--- src/rtl/instruction_loader.sv ---
// -----------------------------------------------------------------------------
// instruction_loader
//
// Receives a serial byte stream (one byte per i_rx_valid cycle) and packs the
// bytes big-endian into SIZE-bit instruction words. Each completed word is
// written into the fetch stage's instruction memory with one single-cycle
// write strobe. Loading ends after the halt word is written, or after the
// last memory location is filled. While a load is running, o_loading holds
// the pipeline in stall/reset.
//
// Ports
//   i_clk               clock, all state changes on the rising edge
//   i_rst               asynchronous active-high reset
//   i_start             start a load at address 0 (accepted in IDLE/DONE only)
//   i_rx_data[7:0]      received byte
//   i_rx_valid          i_rx_data valid this cycle (no backpressure)
//   o_inst_write_enable write strobe to the fetch stage (WRITE state only)
//   o_write_addr        word address of the write
//   o_write_data        assembled instruction word
//   o_loading           load in progress (RECV or WRITE)
//   o_done              level, set once the last word is written
//   o_word_count        words written in the current or last load
// -----------------------------------------------------------------------------
module instruction_loader #(
   parameter int              SIZE            = 32,
   parameter int              MAX_INSTRUCTION = 64,
   parameter logic [SIZE-1:0] HALT_WORD       = {SIZE{1'b1}},
   localparam int             ADDR_WIDTH      = $clog2(MAX_INSTRUCTION)
) (
   input  logic                  i_clk,
   input  logic                  i_rst,
   input  logic                  i_start,
   input  logic [7:0]            i_rx_data,
   input  logic                  i_rx_valid,
   output logic                  o_inst_write_enable,
   output logic [ADDR_WIDTH-1:0] o_write_addr,
   output logic [SIZE-1:0]       o_write_data,
   output logic                  o_loading,
   output logic                  o_done,
   output logic [ADDR_WIDTH:0]   o_word_count
);

   localparam int BYTES = SIZE / 8;
   localparam int CNT_W = (BYTES > 1) ? $clog2(BYTES) : 1;

   localparam logic [1:0] ST_IDLE  = 2'd0;
   localparam logic [1:0] ST_RECV  = 2'd1;
   localparam logic [1:0] ST_WRITE = 2'd2;
   localparam logic [1:0] ST_DONE  = 2'd3;

   localparam logic [CNT_W-1:0]      CNT_LAST  = CNT_W'(BYTES - 1);
   localparam logic [CNT_W-1:0]      CNT_ONE   = CNT_W'(1);
   localparam logic [ADDR_WIDTH-1:0] ADDR_LAST = ADDR_WIDTH'(MAX_INSTRUCTION - 1);
   localparam logic [ADDR_WIDTH-1:0] ADDR_ONE  = ADDR_WIDTH'(1);
   localparam logic [ADDR_WIDTH:0]   COUNT_ONE = (ADDR_WIDTH + 1)'(1);

   logic [1:0]            state_reg;
   logic [CNT_W-1:0]      byte_cnt_reg;
   logic [SIZE-1:0]       shreg_reg;
   logic [ADDR_WIDTH-1:0] addr_reg;
   logic [SIZE-1:0]       data_reg;
   logic                  we_reg;
   logic                  loading_reg;
   logic                  done_reg;
   logic [ADDR_WIDTH:0]   count_reg;

   // New byte enters at the bottom; after BYTES shifts the first byte
   // received sits in the most significant position.
   logic [SIZE+7:0] shift_cat;
   logic [SIZE-1:0] shift_next;
   logic            last_byte;
   logic            last_word;

   assign shift_cat  = {shreg_reg, i_rx_data};
   assign shift_next = shift_cat[SIZE-1:0];
   assign last_byte  = (byte_cnt_reg == CNT_LAST);
   // Evaluated during WRITE, where data_reg/addr_reg hold the word being written.
   assign last_word  = (data_reg == HALT_WORD) || (addr_reg == ADDR_LAST);

   always_ff @(posedge i_clk or posedge i_rst) begin
      if (i_rst) begin
         state_reg    <= ST_IDLE;
         byte_cnt_reg <= '0;
         shreg_reg    <= '0;
         addr_reg     <= '0;
         data_reg     <= '0;
         we_reg       <= 1'b0;
         loading_reg  <= 1'b0;
         done_reg     <= 1'b0;
         count_reg    <= '0;
      end else begin
         case (state_reg)
            ST_IDLE, ST_DONE: begin
               // Bytes arriving here are ignored, including one that
               // coincides with i_start.
               if (i_start) begin
                  state_reg    <= ST_RECV;
                  byte_cnt_reg <= '0;
                  shreg_reg    <= '0;
                  addr_reg     <= '0;
                  count_reg    <= '0;
                  done_reg     <= 1'b0;
                  loading_reg  <= 1'b1;
               end
            end

            ST_RECV: begin
               if (i_rx_valid) begin
                  shreg_reg <= shift_next;
                  if (last_byte) begin
                     // Word complete: present it on the registered write
                     // port for exactly the next cycle.
                     state_reg    <= ST_WRITE;
                     byte_cnt_reg <= '0;
                     data_reg     <= shift_next;
                     we_reg       <= 1'b1;
                  end else begin
                     byte_cnt_reg <= byte_cnt_reg + CNT_ONE;
                  end
               end
            end

            ST_WRITE: begin
               we_reg    <= 1'b0;
               count_reg <= count_reg + COUNT_ONE;
               if (last_word) begin
                  state_reg   <= ST_DONE;
                  loading_reg <= 1'b0;
                  done_reg    <= 1'b1;
               end else begin
                  state_reg <= ST_RECV;
                  addr_reg  <= addr_reg + ADDR_ONE;
                  // A byte arriving in the write cycle is byte 0 of the next
                  // word, so full-rate streams lose nothing.
                  if (i_rx_valid) begin
                     shreg_reg    <= SIZE'(i_rx_data);
                     byte_cnt_reg <= CNT_ONE;
                  end else begin
                     shreg_reg    <= '0;
                     byte_cnt_reg <= '0;
                  end
               end
            end

            default: begin
               state_reg <= ST_IDLE;
            end
         endcase
      end
   end

   assign o_inst_write_enable = we_reg;
   assign o_write_addr        = addr_reg;
   assign o_write_data        = data_reg;
   assign o_loading           = loading_reg;
   assign o_done              = done_reg;
   assign o_word_count        = count_reg;

endmodule

--- config.mk ---
export PLATFORM = sky130hd
export DESIGN_NAME = instruction_loader
export DESIGN_NICKNAME = d
export VERILOG_FILES = /design/src/rtl/instruction_loader.sv
export SDC_FILE = /design/constraint.sdc
export NUM_CORES = 1
export LEC_CHECK = 0
export CAP_MARGIN = 10
export CORE_MARGIN = 2
export CORE_UTILIZATION = 45
export CTS_CLUSTER_DIAMETER = 120
export CTS_CLUSTER_SIZE = 14
export DETAILED_ROUTE_END_ITERATION = 7
export PLACE_DENSITY = 0.68
export RECOVER_POWER = 100
export SLEW_MARGIN = 10
export SYNTH_ARGS = -nofsm -noshare
export SYNTH_HDL_FRONTEND = slang
export SYNTH_SLANG_ARGS = --single-unit
--- constraint.sdc ---
create_clock -name i_clk -period 3.6 [get_ports i_clk]
set_clock_uncertainty 0.05 [all_clocks]
set_input_delay 0.9 -clock i_clk [delete_from_list [all_inputs] [get_ports i_clk]]
set_output_delay 0.9 -clock i_clk [all_outputs]
set_load 0.05 [all_outputs]
# After elaboration in Yosys (flattened, before gate mapping)
# Cells that the tools add are included.
totals:
  register_bits: 76
  in_bits: 12
  out_inout_bits: 48
  elab_cells: 65
classes:
  addsub: 3
  eq_ne: 11
  muxes: 30
  reduce_logical: 12
op_table:
  columns: ["operator", "n"]
  rows:
  - ["two-way mux 24 bit", 3]
  - ["case mux 24 bit (3 select lines)", 1]
  - ["== test 32 bit (second input constant)", 1]
  - ["AND reduction 3 bit", 6]
  - ["two-way mux 2 bit", 8]
  - ["case mux 7 bit (2 select lines)", 1]
  - ["two-way mux 6 bit", 2]
  - ["case mux 2 bit (3 select lines)", 2]
  - ["case mux 6 bit (2 select lines)", 1]
  - ["!= test 2 bit (second input constant)", 5]
  - ["two-way mux 8 bit", 1]
  - ["adder 7 x 1 -> 7 bit (second input constant)", 1]
  - ["two-way mux 1 bit", 7]
  - ["two-way mux 7 bit", 1]
  - ["adder 6 x 1 -> 6 bit (second input constant)", 1]
  - ["== test 2 bit (second input constant)", 3]
  - ["== test 6 bit (second input constant)", 1]
  - ["case mux 1 bit (2 select lines)", 3]
  - ["nonzero test 2 bit", 2]
  - ["adder 2 x 1 -> 2 bit (second input constant)", 1]
  - ["== test 2 x 1 -> 1 bit (second input constant)", 1]
  - ["logical NOT 2 bit", 1]
  - ["AND reduction 2 bit", 1]
  - ["OR reduction 2 bit", 1]
  - ["logical OR 1 bit", 1]

# Depth between registers and ports, before layout
# Gate-level depths: netlist of the first run.
logic_depth:
  depth_word: 4
  ltp_mapped: 8
  ltp_nobuf: 7

# Least setup slack after synthesis of the first run
# OpenSTA, ideal clock, no wires.
synth_path:
  path_kind: "flip-flop to flip-flop"
  startpoint: "reg addr_reg[0], in the netlist o_write_addr[0]"
  endpoint: "reg byte_cnt_reg[0]"
  setup_ns: 0.125
  t_arrival_ns: 2.165
  t_required_ns: 3.425
  slack_ns: 1.261
  path_stages_with_launch: 7
  n_path_buf: 0
  period_less_slack_ns: 2.339
  cell_sequence: "dfrtp_1 ha_1 nand4_1 nor2_1 a21oi_2 o21ai_2 mux2_2"
synth_between:
  elab_chain_cells: 4
synth_lines:
  columns: ["item", "line_no", "rtl"]
  rows:
  - ["from (decl)", "60", "logic [ADDR_WIDTH-1:0] addr_reg;"]
  - ["from (signal assigned)", "132", "addr_reg <= addr_reg + ADDR_ONE;"]
  - ["== test 6 bit", "78", "assign last_word = (data_reg == HALT_WORD) || (addr_reg == ADDR_LAST);"]
  - ["logical OR 1 bit", "78", null]
  - ["!= test 2 bit (no source line)", null, null]
  - ["AND reduction 3 bit (no source line)", null, null]
  - ["to (signal assigned)", "118", "byte_cnt_reg <= byte_cnt_reg + CNT_ONE;"]
  - ["to (decl)", "58", "logic [CNT_W-1:0] byte_cnt_reg;"]
# No other way between the ends.
# A chain may end at the register's enable or synchronous reset.

# Worst setup path after layout of the first run
layout_path:
  startpoint: "reg addr_reg[2], in the netlist o_write_addr[2]"
  endpoint: "out o_write_addr[2]"
layout_lines:
  columns: ["item", "line_no", "rtl"]
  rows:
  - ["to (decl)", "36", "output logic [ADDR_WIDTH-1:0] o_write_addr,"]
# No word-level cell between the ends.

==> results of run 1 <==
per-stage QoR:
step	instance area, sq um	cells	util	hold slack [ps]
floorplan	3320	272	-	419
global placement	4030	426	0.558	435
finish	4210	441	0.584	462
CTS	4220	441	0.585	461
global route	4210	441	0.584	477
detailed placement	4030	426	0.558	445
final timing paths:
check / start / to / slack [ps] / cells after the start
worst max-delay path: o_write_addr[2] / o_write_addr[2] / 920 / 1
worst min-delay path: shreg_reg[19] / shreg_reg[19] / 460 / 1
worst max register to register: o_write_data[27] / shreg_reg[3] / 940 / 6
worst min register to register: shreg_reg[19] / shreg_reg[19] / 460 / 1
max in group asynchronous: i_rst / shreg_reg[15] / 1690 / 3
min in group asynchronous: i_rst / o_write_addr[0] / 1060 / 2
cell type report:
cell class	instances	share of cell area
repair buffers	63	0.150
clock buffers	11	0.0336
multi-input cells	172	0.310
inverters	16	0.0143
well taps	99	0.0294
flip-flops and latches	76	0.451
clock inverters	4	0.0119
cells in the mapped netlist, types with 6 or more instances:
cell	instances	area, sq um
sky130_fd_sc_hd__nand2_1	29	109
sky130_fd_sc_hd__a21oi_1	7	35.0
sky130_fd_sc_hd__nand3_1	7	35.0
sky130_fd_sc_hd__a22o_1	19	166
sky130_fd_sc_hd__mux2_2	33	372
sky130_fd_sc_hd__mux2i_1	10	100
sky130_fd_sc_hd__nand4_1	9	56.3
sky130_fd_sc_hd__dfrtp_1	76	1900
sky130_fd_sc_hd__ha_1	6	75.1
sky130_fd_sc_hd__o21ai_0	13	65.1
sky130_fd_sc_hd__inv_1	15	56.3
sky130_fd_sc_hd__nor2_1	11	41.3
power groups by stage:
stage          clock network, W  registers (W)  logic, W
2_1_floorplan                 0        0.00127  0.000358
3_3_place_gp                  0        0.00109  0.000755
3_5_place_dp                  0        0.00109  0.000763
4_1_cts                0.000652        0.00108  0.000767
5_1_grt                0.000694        0.00109  0.000803
6_report               0.000646        0.00108  0.000738
layer usage:
layer	wire, um	up-vias
met5	0	-
li1	-	1128
met1	3400	1167
met3	422	6
met2	3200	71
met4	64	0
cells by family after synthesis:
family                   count (synthesis)
buffers and inverters                   24
flip-flops                              76
AND/OR/NAND/NOR                         67
multiplexers                            43
adder cells (fa/ha/maj)                  6
AO/OA/AOI/OAI                           56
==> flow_results.org, run 1 <==
** CTS
- Number of buffers added by the clock tree synthesis step :: 9
- The later pin in the worst-skew pair is clocked with a latency of 350 ps.
- After clock tree synthesis, the flow added hold-fix buffers numbering 0.
- The clock passes through at most 2 buffers.
- Clk pin slew, worst setup/hold paths :: 80 ps
- TritonCTS clock tree :: yes
- Number of levels the H-tree was split into :: 3
- The clock net in this run drives a total of 76 sinks.
- In this run the post-CTS setup repair buffer count came out at 0.
- The root buffer cell chosen for the clock tree is sky130_fd_sc_hd__clkbuf_8.
- Resize count post-CTS :: 0

** Power
- Internal power of the cells :: 0.00156 W
- The design draws 0.00246 W.
- Of the total power, registers draw 0.437.
- The analysis attributes to cell leakage a power of 2.04 nW.
- Switching power as a share of total power :: 0.367
- The share of total power dissipated in combinational logic is 0.300.
- PD cells :: 584 nW/um^2
- The worst-case IR drop observed on VDD is 0.000384 V.
- The analysis attributes to net switching a power of 0.000903 W.
- Share of total power in the clock network :: 0.263

** Die
- The core region is 7210 sq um.
- 60 I/O pins were placed.
- The initial utilization of the core area, before any placement, comes to 0.461.
- Num rows :: 31
- Overall die area :: 8090 sq um
- The floorplan step set the die height to 89.9 um.
- The floorplan step set the die width to 89.9 um.

** Synthesis
- The share of the synthesized area in compound gates (AO/OA/AOI/OAI) is 0.133.
- Dominant combinational cell family by area after synthesis :: multiplexers
- Of the total synthesized cell area, the portion taken by full adders, half adders and majority gates is 0.0226.
- Counting flops with an async set or reset pin after synthesis yields a share of 1.00.
- Post-synthesis cell type count :: 38
- Number of synthesized register bits :: 76
- Total nets after synthesis :: 290
- For this run, the leading register cell type out of synthesis is sky130_fd_sc_hd__dfrtp_1.
- In the synthesized netlist, the number of instances is 272.
- The share of the Yosys chip area taken by registers is 0.572.
- After synthesis the cells add up to 3320 sq um.
- Share of cell area taken by muxes after synthesis :: 0.142
- Yosys mapped a number of flops with a built-in enable equal to 0.
- Of the total synthesized cell area, the portion taken by XOR and XNOR cells is 0.
- Ys Warns :: 0
- Of the total synthesized cell area, the portion taken by AND, OR, NAND and NOR gates is 0.0968.
- Dividing the synthesized area by the synthesized cell count gives 12.2 sq um.

** Global routing
- Global-route layer with the greatest usage :: met2
- For this run, global-route usage on met2 was measured as 0.275.
- Overflow left after global routing :: 0
- In the global route stage, overall resource usage came out at 0.188.
- In the global route stage, met3 resource usage came out at 0.0528.
- Antenna violations before repair :: 0
- Maximum number of pins on one net before global-route repair :: 60
- The number of global-route vias before repair is 2371.
- In the global route stage, met1 resource usage came out at 0.263.
- Global-route wire length before repair :: 12100 um

** Place
- Global placement routability congestion :: 0.771
- Final HPWL from detailed placement :: 4890 um
- Buffers added on ports :: 59
- Pre-CTS setup slack :: 932 ps

** STA
- Final critical-path setup slack :: 917 ps
- Finish-stage setup viols :: 0
- Dividing the final minimum period by the clock period gives 0.745.
- Minimum clock period after layout :: 2680 ps
- Number of endpoints with negative hold slack in the final report :: 0
- Headroom to the max-slew limit :: 0.435
- Highest attainable clock frequency :: 373 MHz
- For the pin with the worst max-slew slack, the measured transition is 848 ps.
- Unrepaired setup endpoints after global routing :: no
- For the final routed database, the setup TNS stands at 0 ps.
- The number of max-slew violations in the final report is 0.

** Setup path
- Kind of capture point of the worst setup path :: output pin
- In this design, the largest share of critical-path delay is due to buffers and inverters.
- The signal on the critical path passes through dlygate4sd3_1.
- Launching element type of the critical path :: register
- Largest driver fanout on the critical path :: 7
- Class of the most critical setup path :: register to output pin
- At the worst endpoint, the required time is 2650 ps.
- Cell with the largest stage delay on the worst path :: sky130_fd_sc_hd__dlygate4sd3_1
- Endpoint arrival time on the critical path :: 1730 ps
- Counting both buffers and inverters, the worst setup path holds a total of 1.
- On the worst path, the slowest cell contributes a delay of 910 ps.

** Routing
- Via count :: 2372
- Wirelength per Cell :: 16.1 um
- After detailed routing, the number of remaining DRC violations is 0.
- Dividing the detail-routed via count by the number of cells gives 5.38.
- Detailed router's first-iteration violation count :: 139
- The count of nets left with antenna violations once routing finished came out at 0.
- The final layout contains routed wiring with a total length of 7090 um.
- First-pass iteration count of the detailed router :: 4

** Run
- Count of maximum capacitance violations :: 0

** Layout
- The register with the most flip-flops in the layout has 32 of them.
- Area added between synthesis and finish :: 26.8%
- Fraction of layout cells with a size suffix above 1 :: 0.167
- Sequential standard cell area :: 1900 sq um
- The library cell used most frequently in the layout, excluding fill and tap cells, is sky130_fd_sc_hd__dfrtp_1.
- Total inserted antenna cells :: 0
- For this run, the post-layout net count is 356.
- Leaving out fill and tap cells, the most frequent cells in the layout are sky130_fd_sc_hd__dfrtp_1 (76), sky130_fd_sc_hd__dlygate4sd3_1 (50), sky130_fd_sc_hd__mux2_2 (33), sky130_fd_sc_hd__nand2_1 (29), sky130_fd_sc_hd__a22o_1 (19).
- Count of fill cells added during filler insertion :: 621
- Summing all multi-input logic gate instances after layout gives 1310 sq um.

** Hold path
- In this run the worst hold path is classified as register to register.

** Status
- Run status :: completed
(Power assumes the default switching activity.)
==> run 2, diff against run 1 <==
Clock period 3.6 ns to 2.5 ns, I/O delays scaled along.
==> run 2 against run 1 <==
Compared with the run above:
- core utilization increased by 1.1 points
- combinational power rose by 50%
- clock power up 59%
- design area rose by 1.9%
- critical path depth unchanged
- wire length up 1.6%
- cell count up 2.0%
- flip-flop and latch count stayed put
==> flow_results.org, run 2 (synthesized netlist as in run 1, its figures left out) <==
** Status
- The run finished with clean final reports.

** Setup path
- The worst path buffer plus inverter count was 1 (unchanged).
- Largest driver fanout on the critical path :: 6 (-1)
- The worst setup path is of the register to output pin kind.
- Cell with the largest stage delay on the worst path :: sky130_fd_sc_hd__dlygate4sd3_1
- Launch point of the worst reg-to-reg path :: o_write_data[27]
- WP data required :: 1820 ps (-830 ps)
- Endpoint arrival time on the critical path :: 1700 ps (-30 ps)
- The worst setup path is launched from a register.
- The critical path's largest stage delay is 910 ps (about the same).
- First element of the critical path :: o_write_addr[0]
- Critical path cell sequence :: dlygate4sd3_1
- In this design, the largest share of critical-path delay is due to buffers and inverters.
- The worst setup path is captured at an output pin.

** Layout
- Area added between synthesis and finish :: 29.1%
- The number of diodes came to 0 (unchanged).
- Most used cells in the layout excluding fill and tap cells :: sky130_fd_sc_hd__dfrtp_1 (76), sky130_fd_sc_hd__dlygate4sd3_1 (50), sky130_fd_sc_hd__mux2_2 (33), sky130_fd_sc_hd__nand2_1 (29), sky130_fd_sc_hd__a22o_1 (19)
- The flip-flop count of the largest register, all copies and words added is 32 (unchanged).
- The final standard cell area without fillers was 4290 sq um (+1.9%).
- The number of nets in the layout is 364 (+2.2%).
- Leading cell type in the layout, fill and taps excluded :: sky130_fd_sc_hd__dfrtp_1
- Fraction of layout cells with a size suffix above 1 :: 0.191 (+0.0242)

** Die
- The number of primary I/O pins came to 60 (unchanged).
- Overall die area :: 8090 sq um (unchanged)
- Die extent in x :: 89.9 um (unchanged)
- Y dimension of the die :: 89.9 um (unchanged)
- The row count is 31 (unchanged).
- The placeable core region was 7210 sq um (unchanged).
- The starting density of the core came to 0.461 (unchanged).

** STA
- Highest attainable clock frequency :: 420 MHz
- Number of pins with negative max-slew slack in the final report :: 0 (unchanged)
- Slew at the pin with the worst max-slew slack :: 1020 ps (+176 ps)
- Number of endpoints with negative hold slack in the final report :: 0 (unchanged)
- Final TNS setup :: 0 ps (unchanged)
- Fraction of the cycle the final worst path needs :: 0.952
- The final count of negative-setup-slack endpoints is 0 (unchanged).
- Setup repair after global routing left no endpoint under its margin.
- Minimum clock period after layout :: 2380 ps
- Headroom to the max-slew limit :: 0.317 (-0.117)

** Routing
- Via count :: 2427 (+2.3%)
- Via density :: 5.39 (+0.27%)
- The antenna violation net count after detailed routing is 0 (unchanged).
- Wirelength per Cell :: 16.0 um (-0.45%)
- Post-Route WL :: 7200 um (+1.6%)
- First-pass iteration count of the detailed router :: 4 (unchanged)
- Drc violations :: 0 (unchanged)
- The violation count after the first detailed-route iteration came to 137 (-1.4%).

** CTS
- The count of instances resized after the clock tree is built came to 0 (unchanged).
- Skew-Pair Late Insertion Delay :: 350 ps (about the same)
- TritonCTS built the clock tree.
- The total number of H-tree levels was 3 (unchanged).
- Number of sinks handled by clock tree synthesis :: 76 (unchanged)
- The clock-pin transition on the worst setup and hold timing paths came to 80 ps (about the same).
- The post-CTS setup buffer count is 0 (unchanged).
- The number of buffers created by CTS was 9 (unchanged).
- The cts-stage hold buffer count was 0 (unchanged).
- The maximum clock insertion buffer count is 2 (unchanged).
- Clock root buffer master :: sky130_fd_sc_hd__clkbuf_8

** Power
- Maximum VDD drop :: 0.000763 V (+99%)
- The cell area power density was 861 nW/um^2 (+47%).
- The standby leakage power was 2.09 nW (+2.4%).

** Global routing
- The maximum number of pins on one net before global-route repair was 77 (+28%).
- Overflow left after global routing :: 0 (unchanged)
- The first-pass GRT wire length was 12200 um (+1.6%).
- Number of global-route vias before repair :: 2414 (+1.8%)
- Antenna violations before repair :: 0 (unchanged)
- The global-route usage over all layers is 0.189 (+0.00103).

** Run
- Count of maximum capacitance violations :: 0 (unchanged)

** Place
- The number of buffer cells added on primary ports was 59 (unchanged).
- Global placement routability congestion :: 0.831 (+7.8%)
- DP Area :: 4120 sq um (+2.2%)
- Final HPWL from detailed placement :: 4880 um (-0.17%)

** Hold path
- Hold path startpoint :: o_word_count[5]
- Classification of the worst-slack hold path :: register to register
-- run 2: changes by cell type in the layout (fill, tap and decap cells not counted) --
cell                        previous run  this run
sky130_fd_sc_hd__or2_0                 1         0
sky130_fd_sc_hd__buf_4                 2         6
sky130_fd_sc_hd__clkinv_2              1         2
sky130_fd_sc_hd__or2_2                 1         2
sky130_fd_sc_hd__bufinv_16             1         2
sky130_fd_sc_hd__inv_1                15        14
sky130_fd_sc_hd__a21oi_1               8         7
sky130_fd_sc_hd__a21oi_2               0         1
sky130_fd_sc_hd__o22ai_1               1         2
sky130_fd_sc_hd__clkbuf_1              1         2
sky130_fd_sc_hd__clkbuf_4              0         2
sky130_fd_sc_hd__inv_6                 0         1
sky130_fd_sc_hd__o22ai_4               1         0
-- run 2: layer usage --
| metal | GRT usage | share of wire |
|---|---|---|
| met5 | 0 | 0 |
| met4 | 0.0654 | 0.013 |
| met3 | 0.0360 | 0.058 |
| met2 | 0.290 | 0.46 |
| met1 | 0.273 | 0.46 |
-- run 2: area by class of cell --
class / instances / area, sq um
Timing Repair Buffer: 71 / 683
Multi-Input combinational cell: 172 / 1290
Inverter: 16 / 63.8
Clock inverter: 6 / 86.3
Tap cell: 99 / 124
Fill cell: 638 / 2920
Sequential cell: 76 / 1900
Clock buffer: 10 / 138
-- run 2: through the flow --
step                hold slack, ps  std cells  power [W]  setup slack [ps]   util
detailed placement             442        434    0.00273               196  0.571
CTS                            464        450    0.00377               180  0.602
global route                   488        450    0.00389              62.2  0.595
finish                         458        450    0.00369               121  0.595
global placement               438        434    0.00271               240  0.571
floorplan                      419        272    0.00234               161      -
-- run 2: worst paths after layout --
kind	end	slack (ps)	cells after the start
setup / recovery	o_write_addr[0]	120	1
hold / removal	o_word_count[5]	460	1
setup reg to reg	shreg_reg[19]	130	6
hold reg to reg	o_word_count[5]	460	1
max in group asynchronous	shreg_reg[16]	670	3
min in group asynchronous	o_write_data[7]	1080	3
-- run 2: power by group --
| part | internal, W | switching [W] |
|---|---|---|
| registers | 0.00140 | 0.000148 |
| clock network | 0.000589 | 0.000446 |
| logic | 0.000391 | 0.000719 |
==> run 3, diff against run 2 <==
Settings changed: GPL_ROUTABILITY_DRIVEN set to 0, SLEW_MARGIN 10 to 25.
==> results of run 3 <==
Final layout, timing and power as in run 2 (identical DEF).
